[config.mk]
export PLATFORM = sky130hd
export DESIGN_NAME = mem_load_align_flat
export DESIGN_NICKNAME = d
export VERILOG_FILES = /design/src/rtl/mem_load_align_if.sv /design/src/rtl/mem_load_align.sv /design/src/flat_wrapper.sv
export SDC_FILE = /design/constraint.sdc
export NUM_CORES = 1
export LEC_CHECK = 0
export CORE_MARGIN = 1.5
export CORE_UTILIZATION = 30
export CTS_BUF_LIST = sky130_fd_sc_hd__clkbuf_4 sky130_fd_sc_hd__clkbuf_8
export CTS_CLUSTER_DIAMETER = 100
export DETAILED_ROUTE_END_ITERATION = 16
export HOLD_SLACK_MARGIN = 0.1
export PLACE_DENSITY = 0.59
export SLEW_MARGIN = 40
export SYNTH_ARGS = -nofsm -noshare
export SYNTH_HDL_FRONTEND = slang
export SYNTH_SLANG_ARGS = --single-unit
[constraint.sdc]
create_clock -name clk -period 2.2 [get_ports clk]
set_input_delay 0.33 -clock clk [delete_from_list [all_inputs] [get_ports clk]]
set_output_delay 0.33 -clock clk [all_outputs]
set_load 0.05 [all_outputs]
[src/rtl/mem_load_align_if.sv]
// Request/writeback bundle for the load-align stage.
//   req_*  : instruction entering the stage (valid, op, alu/address, old rt value, we, tag)
//   out_*  : registered writeback view (valid, we, tag, wdata, address-error flag)
// Modports: master drives req_* and observes out_*; slave is the stage itself.
// DATA_W/TAG_W must match the parameters of the mem_load_align instance using it.
interface mem_load_align_if #(
  parameter int unsigned DATA_W = 32,
  parameter int unsigned TAG_W  = 5
);
  logic              req_valid;
  logic [3:0]        req_op;
  logic [DATA_W-1:0] req_alu;
  logic [DATA_W-1:0] req_old;
  logic              req_we;
  logic [TAG_W-1:0]  req_tag;

  logic              out_valid;
  logic              out_we;
  logic [TAG_W-1:0]  out_tag;
  logic [DATA_W-1:0] out_wdata;
  logic              out_adel;

  modport master (
    output req_valid, req_op, req_alu, req_old, req_we, req_tag,
    input  out_valid, out_we, out_tag, out_wdata, out_adel
  );

  modport slave (
    input  req_valid, req_op, req_alu, req_old, req_we, req_tag,
    output out_valid, out_we, out_tag, out_wdata, out_adel
  );
endinterface

[src/rtl/mem_load_align.sv]
// Memory-stage load aligner: registers one instruction plus the synchronous SRAM read data,
// then selects/extends bytes, halfwords, words (and doublewords at DATA_W=64) and performs
// the lwl/lwr partial-word merges. Read data returned while the stage is held is parked in a
// one-entry buffer so the first-stall-cycle value survives until the stage advances.
// Ports:
//   clk, rst      : clock, synchronous active-high reset
//   flush         : drop held instruction and buffered read data
//   stall_cur     : this stage held
//   stall_nxt     : downstream stage held
//   sram_rdata    : data-SRAM read data for the request being accepted
//   bus (slave)   : req_* inputs, out_* registered writeback outputs
module mem_load_align #(
  parameter int unsigned DATA_W = 32,
  parameter int unsigned TAG_W  = 5
) (
  input  logic              clk,
  input  logic              rst,
  input  logic              flush,
  input  logic              stall_cur,
  input  logic              stall_nxt,
  input  logic [DATA_W-1:0] sram_rdata,
  mem_load_align_if.slave   bus
);

  localparam bit Is64 = (DATA_W == 64);

  typedef logic [DATA_W-1:0] data_t;

  typedef enum logic [3:0] {
    OpNone = 4'd0,
    OpLb   = 4'd1,
    OpLbu  = 4'd2,
    OpLh   = 4'd3,
    OpLhu  = 4'd4,
    OpLw   = 4'd5,
    OpLwu  = 4'd6,
    OpLd   = 4'd7,
    OpLwl  = 4'd8,
    OpLwr  = 4'd9
  } op_e;

  typedef struct packed {
    logic             valid;
    logic [3:0]       op;
    data_t            alu;
    data_t            old;
    logic             we;
    logic [TAG_W-1:0] tag;
  } stage_t;

  stage_t stage_d, stage_q;
  data_t  rdata_d, rdata_q;
  data_t  buf_d, buf_q;
  logic   flag_d, flag_q;

  // Next-state: flush/bubble clears, advance loads, held stage parks the first read data only.
  always_comb begin
    stage_d = stage_q;
    rdata_d = rdata_q;
    buf_d   = buf_q;
    flag_d  = flag_q;
    if (flush || (stall_cur && !stall_nxt)) begin
      stage_d = '0;
      rdata_d = '0;
      flag_d  = 1'b0;
    end else if (!stall_cur) begin
      stage_d = '{valid: bus.req_valid, op: bus.req_op, alu: bus.req_alu, old: bus.req_old,
                  we: bus.req_we, tag: bus.req_tag};
      rdata_d = flag_q ? buf_q : sram_rdata;
      flag_d  = 1'b0;
    end else if (!flag_q) begin
      buf_d  = sram_rdata;
      flag_d = 1'b1;
    end
  end

  always_ff @(posedge clk) begin
    if (rst) begin
      stage_q <= '0;
      rdata_q <= '0;
      buf_q   <= '0;
      flag_q  <= 1'b0;
    end else begin
      stage_q <= stage_d;
      rdata_q <= rdata_d;
      buf_q   <= buf_d;
      flag_q  <= flag_d;
    end
  end

  // Byte offset within the read data; alu[2] only participates at 64 bits.
  logic [2:0]  boff;
  logic [31:0] sel;
  logic [31:0] word;
  logic [1:0]  n;
  logic [4:0]  lsh, rsh;
  logic [31:0] lwl_w, lwr_w;

  assign boff = {Is64 & stage_q.alu[2], stage_q.alu[1:0]};
  assign sel  = 32'(rdata_q >> {boff, 3'b000});
  assign word = (Is64 && stage_q.alu[2]) ? rdata_q[DATA_W-1 -: 32] : rdata_q[31:0];
  assign n    = stage_q.alu[1:0];
  assign lsh  = {2'd3 - n, 3'b000};
  assign rsh  = {n, 3'b000};

  // lwl keeps the low (3-n) bytes of old; lwr keeps the high n bytes of old.
  assign lwl_w = (word << lsh) | (stage_q.old[31:0] & ~(32'hFFFF_FFFF << lsh));
  assign lwr_w = (word >> rsh) | (stage_q.old[31:0] & ~(32'hFFFF_FFFF >> rsh));

  data_t result;
  logic  misalign;
  logic  adel;

  always_comb begin
    result   = stage_q.alu;
    misalign = 1'b0;
    case (stage_q.op)
      OpLb:  result = data_t'($signed(sel[7:0]));
      OpLbu: result = data_t'(sel[7:0]);
      OpLh: begin
        result   = data_t'($signed(sel[15:0]));
        misalign = stage_q.alu[0];
      end
      OpLhu: begin
        result   = data_t'(sel[15:0]);
        misalign = stage_q.alu[0];
      end
      OpLw: begin
        result   = data_t'($signed(sel));
        misalign = |stage_q.alu[1:0];
      end
      OpLwu: begin
        if (Is64) begin
          result   = data_t'(sel);
          misalign = |stage_q.alu[1:0];
        end
      end
      OpLd: begin
        if (Is64) begin
          result   = rdata_q;
          misalign = |stage_q.alu[2:0];
        end
      end
      OpLwl: result = data_t'($signed(lwl_w));
      OpLwr: begin
        result       = stage_q.old;
        result[31:0] = lwr_w;
      end
      default: result = stage_q.alu;
    endcase
  end

  assign adel = stage_q.valid & misalign;

  assign bus.out_valid = stage_q.valid;
  assign bus.out_tag   = stage_q.tag;
  assign bus.out_adel  = adel;
  assign bus.out_we    = stage_q.valid & stage_q.we & ~adel;
  assign bus.out_wdata = adel ? '0 : result;

endmodule

[src/flat_wrapper.sv]
// flat-port wrapper written by rule: the top's interface ports become plain ports
module mem_load_align_flat 
#(
  parameter int unsigned DATA_W = 32,
  parameter int unsigned TAG_W  = 5
)
  (clk, rst, flush, stall_cur, stall_nxt, sram_rdata, bus_req_valid, bus_req_op, bus_req_alu, bus_req_old, bus_req_we, bus_req_tag, bus_out_valid, bus_out_we, bus_out_tag, bus_out_wdata, bus_out_adel);
  mem_load_align_if #(.DATA_W(DATA_W), .TAG_W(TAG_W)) bus_i ();
  input  logic clk;
  input  logic rst;
  input  logic flush;
  input  logic stall_cur;
  input  logic stall_nxt;
  input  logic [DATA_W-1:0] sram_rdata;
  input wire logic [$bits(bus_i.req_valid)-1:0] bus_req_valid;
  input wire logic [$bits(bus_i.req_op)-1:0] bus_req_op;
  input wire logic [$bits(bus_i.req_alu)-1:0] bus_req_alu;
  input wire logic [$bits(bus_i.req_old)-1:0] bus_req_old;
  input wire logic [$bits(bus_i.req_we)-1:0] bus_req_we;
  input wire logic [$bits(bus_i.req_tag)-1:0] bus_req_tag;
  output wire logic [$bits(bus_i.out_valid)-1:0] bus_out_valid;
  output wire logic [$bits(bus_i.out_we)-1:0] bus_out_we;
  output wire logic [$bits(bus_i.out_tag)-1:0] bus_out_tag;
  output wire logic [$bits(bus_i.out_wdata)-1:0] bus_out_wdata;
  output wire logic [$bits(bus_i.out_adel)-1:0] bus_out_adel;
  assign bus_i.req_valid = bus_req_valid;
  assign bus_i.req_op = bus_req_op;
  assign bus_i.req_alu = bus_req_alu;
  assign bus_i.req_old = bus_req_old;
  assign bus_i.req_we = bus_req_we;
  assign bus_i.req_tag = bus_req_tag;
  assign bus_out_valid = bus_i.out_valid;
  assign bus_out_we = bus_i.out_we;
  assign bus_out_tag = bus_i.out_tag;
  assign bus_out_wdata = bus_i.out_wdata;
  assign bus_out_adel = bus_i.out_adel;
  mem_load_align #(.DATA_W(DATA_W), .TAG_W(TAG_W)) u_core (.clk(clk), .rst(rst), .flush(flush), .stall_cur(stall_cur), .stall_nxt(stall_nxt), .sram_rdata(sram_rdata), .bus(bus_i));
endmodule
* Word-level counts from Yosys, hierarchy flattened
Index checks and enable logic that the tools add are counted.
Word-level totals: bits in registers 140, bits of input ports 112, output and inout port bits 40
Cells by class: add/sub/neg operators 1, equal/unequal tests 7, shift-type cells 5, muxes and demuxes 5, bitwise gates (word level) 11, reductions and logical operators 7
Operator list (number):
- $pmux W32 S7 | 1
- $and A32 B32 Y32 | 2
- $mux W32 | 2
- $not A32 Y32 | 2
- $or A32 B32 Y32 | 2
- $shr A32 B5 Y32 | 2
- $shl A32 B5 Y32 | 1
- $shl A32 B5 Y32 const A | 1
- $shr A32 B5 Y32 const A | 1
- $eq A4 B2 Y1 const B | 2
- $eq A4 B3 Y1 const B | 2
- $eq A4 B4 Y1 const B | 2
- $reduce_or A2 Y1 | 3
- $eq A4 B1 Y1 const B | 1
- $and A1 B1 Y1 | 3
- $not A1 Y1 | 2
- $pmux W1 S2 | 1
- $reduce_and A2 Y1 | 1
- $sub A2 B2 Y2 const A | 1
- $logic_and A1 B1 Y1 | 1
- $logic_not A1 Y1 | 1
- $logic_or A1 B1 Y1 | 1
- $mux W1 | 1

* Longest topological paths before layout
word-level depth 7, mapped depth 8, gate-level depth less buffers 6

* Worst setup path after synthesis
No wires, ideal clock.
path type flip-flop to output port, start register u_core.stage_q[72] (netlist bit), end output bus_out_wdata[7], arrival 3.627 ns, slack -1.757 ns, stages on the path, launching flop included 8, path through dfxtp_1 > buf_2 > and2b_4 > a22o_1 > a22o_1 > nand3b_1 > inv_2 > a2111oi_0
On the way: word-level cells in the longest chain between the ends 5, elaborated cells on any way between the ends 12
RTL lines:
- start, declared | RTL line mem_load_align.sv:51 | stage_t stage_d, stage_q;
- start signal, assigned | RTL line mem_load_align.sv:84 | stage_q <= stage_d;
- $eq A4 B2 Y1 / $eq A4 B3 Y1 (equally long branches) | RTL line mem_load_align.sv:117 | case (stage_q.op)
- $reduce_or A2 Y1 (no source line)
- $pmux W1 S2 | RTL line mem_load_align.sv:117
- $and A1 B1 Y1 | RTL line mem_load_align.sv:153 | assign adel = stage_q.valid & misalign;
- $mux W32 (*) | RTL line mem_load_align.sv:159 | assign bus.out_wdata = adel ? '0 : result;
- end, declared | RTL line flat_wrapper.sv:24 | output wire logic [$bits(bus_i.out_wdata)-1:0] bus_out_wdata;
Mark *: on every way between the ends. The rest lies on a longest branch, timed or not.

* Worst setup path in the final report
start register u_core.stage_q (netlist bit u_core.boff[1]), end output bus_out_wdata[17]
On the way: word-level cells in the longest chain between the ends 7, elaborated cells on any way between the ends 17
RTL lines:
- $sub A2 B2 Y2 | RTL line mem_load_align.sv:103 | assign lsh = {2'd3 - n, 3'b000};
- $shl A32 B5 Y32 | RTL line mem_load_align.sv:107 | assign lwl_w = (word << lsh) | (stage_q.old[31:0] & ~(32'hFFFF_FFFF << lsh));
- $not A32 Y32 | RTL line mem_load_align.sv:107
- $and A32 B32 Y32 | RTL line mem_load_align.sv:107
- $or A32 B32 Y32 | RTL line mem_load_align.sv:107
- $pmux W32 S7 | RTL line mem_load_align.sv:117
- $mux W32 (*) | RTL line mem_load_align.sv:159
Marked as above.

==> results.md <==
* Run status: complete, but fails checks
* Violated checks: negative setup slack
* Hold Buf Count CTS at 0
* First-pass GRT wire length at ~37 mm
* Final Hold Viols at 0
* R2R Setup Slk at roughly 0.86 ns
* WP data arrival at ~2.4 ns
* Final period util at 124.8%
* Tightest Hold Check Type: input port to flip-flop
* Asr flop ratio synth at 0%
* Setup Skew at roughly 0.011 ns
* Grt total ovfl at 0
* Root buffer cell: clkbuf_8
* CTS tree: built
* Total number of vias at approximately 6.8k
* Fillers at 2264
* PortBufs at between 150 and 200
* Most common cell after layout, fill and taps aside: nor2_1
* Worst skew pair latency at approximately 0.45 ns
* Ys Warns at 0
* WL/cell at ~18 um
* Slew Viols, Final at 0
* Most frequent cells in the layout: nor2_1 (168), dfxtp_1 (133), clkdlybuf4s50_1 (116), mux2i_1 (112), nand2_1 (83)
* Hold endpoint: u_core.flag_q
* # diodes at 0
* Post-Syn Area per Cell at between 8 and 9 um^2
* Vias per Instance at around 5
* Die H at ~160 um
* Worst r2r src: u_core.flag_q
* Setup crit start: u_core.boff[1]
* RSZ-0062 raised after global routing: true
* Synthesized net count at between 900 and 1k
* Maximum VDD drop at 0.3751 mV
* Area of the mapped netlist at approximately 7200 um^2
* Vias in the first global route at approximately 6.6k
* Mapped Cells at 853
* CTS Buf Count at 17
* Fin area at 11090 um^2
* #FFs+latches synth at 140
* Crit-path most repeated cell: buf_12
* Relative slew slack at 52.03%
* Initial antenna violation count at 0
* Worst slew pin tran at 0.7195 ns
* Seq/Total Area, Yosys at between 30% and 40%
* Initial core utilization at a little under a third
* H-tree depth at 4
* Crit-path cells: mux2i_4 -> buf_4 -> o2bb2ai_4 -> a21oi_2 -> or3_4 -> buf_12 -> a311oi_4 -> buf_12
* All-Layer GR Usage at 19.30%
* CP endpoint kind: output port
* Top_reg_cell synth: dfxtp_1
* Number of DRC markers in iteration 0 at 541
* Die width at 158.3 um
* Overall Power at approximately 6.5 mW
* DR pass1 iterations at 6
* Io pins at between 150 and 200
* Layout area overhead at 53.35%
* Endpoints failing setup at 34
* Max-cap violation count at 0
* Worst Path Required at 1.87 ns
* Synth unique cells at 50
* PD cells at between 500 and 600 nW/um^2
* Slowest stage cell, crit path: dfxtp_4
* Clock slew at reported path FFs at ~0.080 ns
* HPWL Detailed at about 17 mm
* Final WS setup at -0.5459 ns
* Largest net degree at the start of global routing at 85
* GP Congestion at roughly 0.89
* EDFF count, synth at 0
* Hold depth at 3
* # rows at 56
* Final Util at 47.10%
* Drt drc at 0
* Core box area at 23540 um^2
* Layout cells sized above 1 at roughly 26%
* Leakage at just over 4 nW
* Worst Reg-to-Reg Cells at 5
* Hold path start: stall_cur
* Clock sinks at 140
* F_max at between 0.3 and 0.4 GHz
* Period minus WS final at approximately 2.7 ns
* Worst flop-to-flop path endpoint: u_core.rdata_q[28]
* Final net count at around 1.2k
* Worst-path maximum fanout at 6
* CP Class: flip-flop to output port
* Antenna viol nets, final at 0
* CP Launch Type: flip-flop
* Worst-case clock buffer depth at 2
* WL final at 24.16 mm
* Placed cell areas at 10010 um^2
* CP peak stage delay at 0.37 ns
* Die ar. at about 25000 um^2
## repair_timing
| item | 4_1_cts | 5_1_grt |
|---|---|---|
| resized for setup | 76 | 30 |
| gates cloned | 3 | 2 |
| endpoints found under the setup margin | 34 | 34 |
| pin swaps | 22 | 23 |
| buffers inserted | 7 | 3 |
## metrics by stage
step	std cells	worst slack (ns)	hold slack, ns	setup TNS (ns)
global placement	1325	-0.1281	0.4408	-2.293
floorplan	853	-0.1888	0.4093	-1.749
finish	1369	-0.5459	0.1924	-15.53
global route	1369	-0.6419	0.1882	-18.89
detailed placement	1325	-0.1699	0.4463	-2.660
CTS	1365	-0.5597	0.1647	-15.61
## worst max path at each step
stage / end
after floorplan: bus_out_wdata[21]
after global placement: bus_out_wdata[14]
after detailed placement: bus_out_wdata[10]
after CTS: bus_out_wdata[17]
after global routing: bus_out_wdata[11]
final: bus_out_wdata[17]
## where the power goes
group          total [mW]  switching [mW]  internal (mW)  leakage, nW
registers            2.67          0.0644           2.60         1.14
logic                1.44           0.725          0.718         2.75
clock network        2.38            1.07           1.31        0.226
## area by class of cell
cell class,count,area (um^2),share of cell area [%]
sequential,140,2824,25.47
multi-input combinational,631,4662,42.04
clock buffer,20,262.8,2.370
clock inverter,11,181.4,1.636
timing repair buffer,245,2745,24.76
tap,319,399.1,3.600
inverter,3,13.76,0.1241
## state kept, by name, indices dropped and copies added (netlist names)
| signal | flops |
|---|---|
| u_core.boff | 2 |
| u_core.buf_q | 32 |
| u_core.bus.out_tag | 5 |
| u_core.bus.out_valid | 1 |
| u_core.flag_q | 1 |
| u_core.rdata_q | 32 |
| u_core.stage_q | 67 |
## synthesized netlist by cell type, types with 4 or more instances
master | instances | area [um^2]
o21ai_0 | 9 | 45.04
nand2_1 | 84 | 315.3
mux2_2 | 23 | 259.0
nor3_1 | 4 | 20.02
mux2i_1 | 118 | 1181
a222oi_1 | 15 | 150.1
a21oi_1 | 91 | 455.4
a22oi_1 | 7 | 52.55
o211ai_1 | 8 | 60.06
a211oi_1 | 14 | 105.1
mux4_2 | 7 | 157.7
clkbuf_1 | 46 | 172.7
nor2_1 | 175 | 656.9
a211oi_2 | 7 | 87.58
dfxtp_1 | 140 | 2803
buf_2 | 24 | 120.1
buf_4 | 5 | 37.54
nand3_1 | 8 | 40.04
nand2b_1 | 10 | 62.56
a311oi_1 | 5 | 43.79
nor2b_1 | 10 | 62.56
## critical path, delay by kind of cell (launching register included)
family	cells	cell delay, ns
AOI/OAI and AO/OA	3	0.55
buffers and inverters	3	0.49
DFF	1	0.37
and+or+nand+nor	1	0.37
muxes	1	0.19
## cells by family (layout without fill, tap and decap cells)
| group | Yosys count | count (layout) | share of synthesized area, % |
|---|---|---|---|
| AO/OA/AOI/OAI | 170 | 170 | 15.73 |
| XOR/XNOR | 1 | 1 | 0.1212 |
| adder cells (fa/ha/maj) | 1 | 1 | 0.1557 |
| buffers and inverters | 82 | 279 | 5.036 |
| flip-flops | 140 | 140 | 38.76 |
| multiplexers | 148 | 148 | 22.10 |
| AND/OR/NAND/NOR | 311 | 311 | 18.10 |
## per-layer routing
layer  up-vias  track usage (%)  wire (um)
li1       3358                -          -
met1      3201            25.07      10740
met2       226            30.94      11300
met3        36            5.144       1637
met4         0            6.453        478
met5         -                0          0
(Power assumes the default switching activity.)
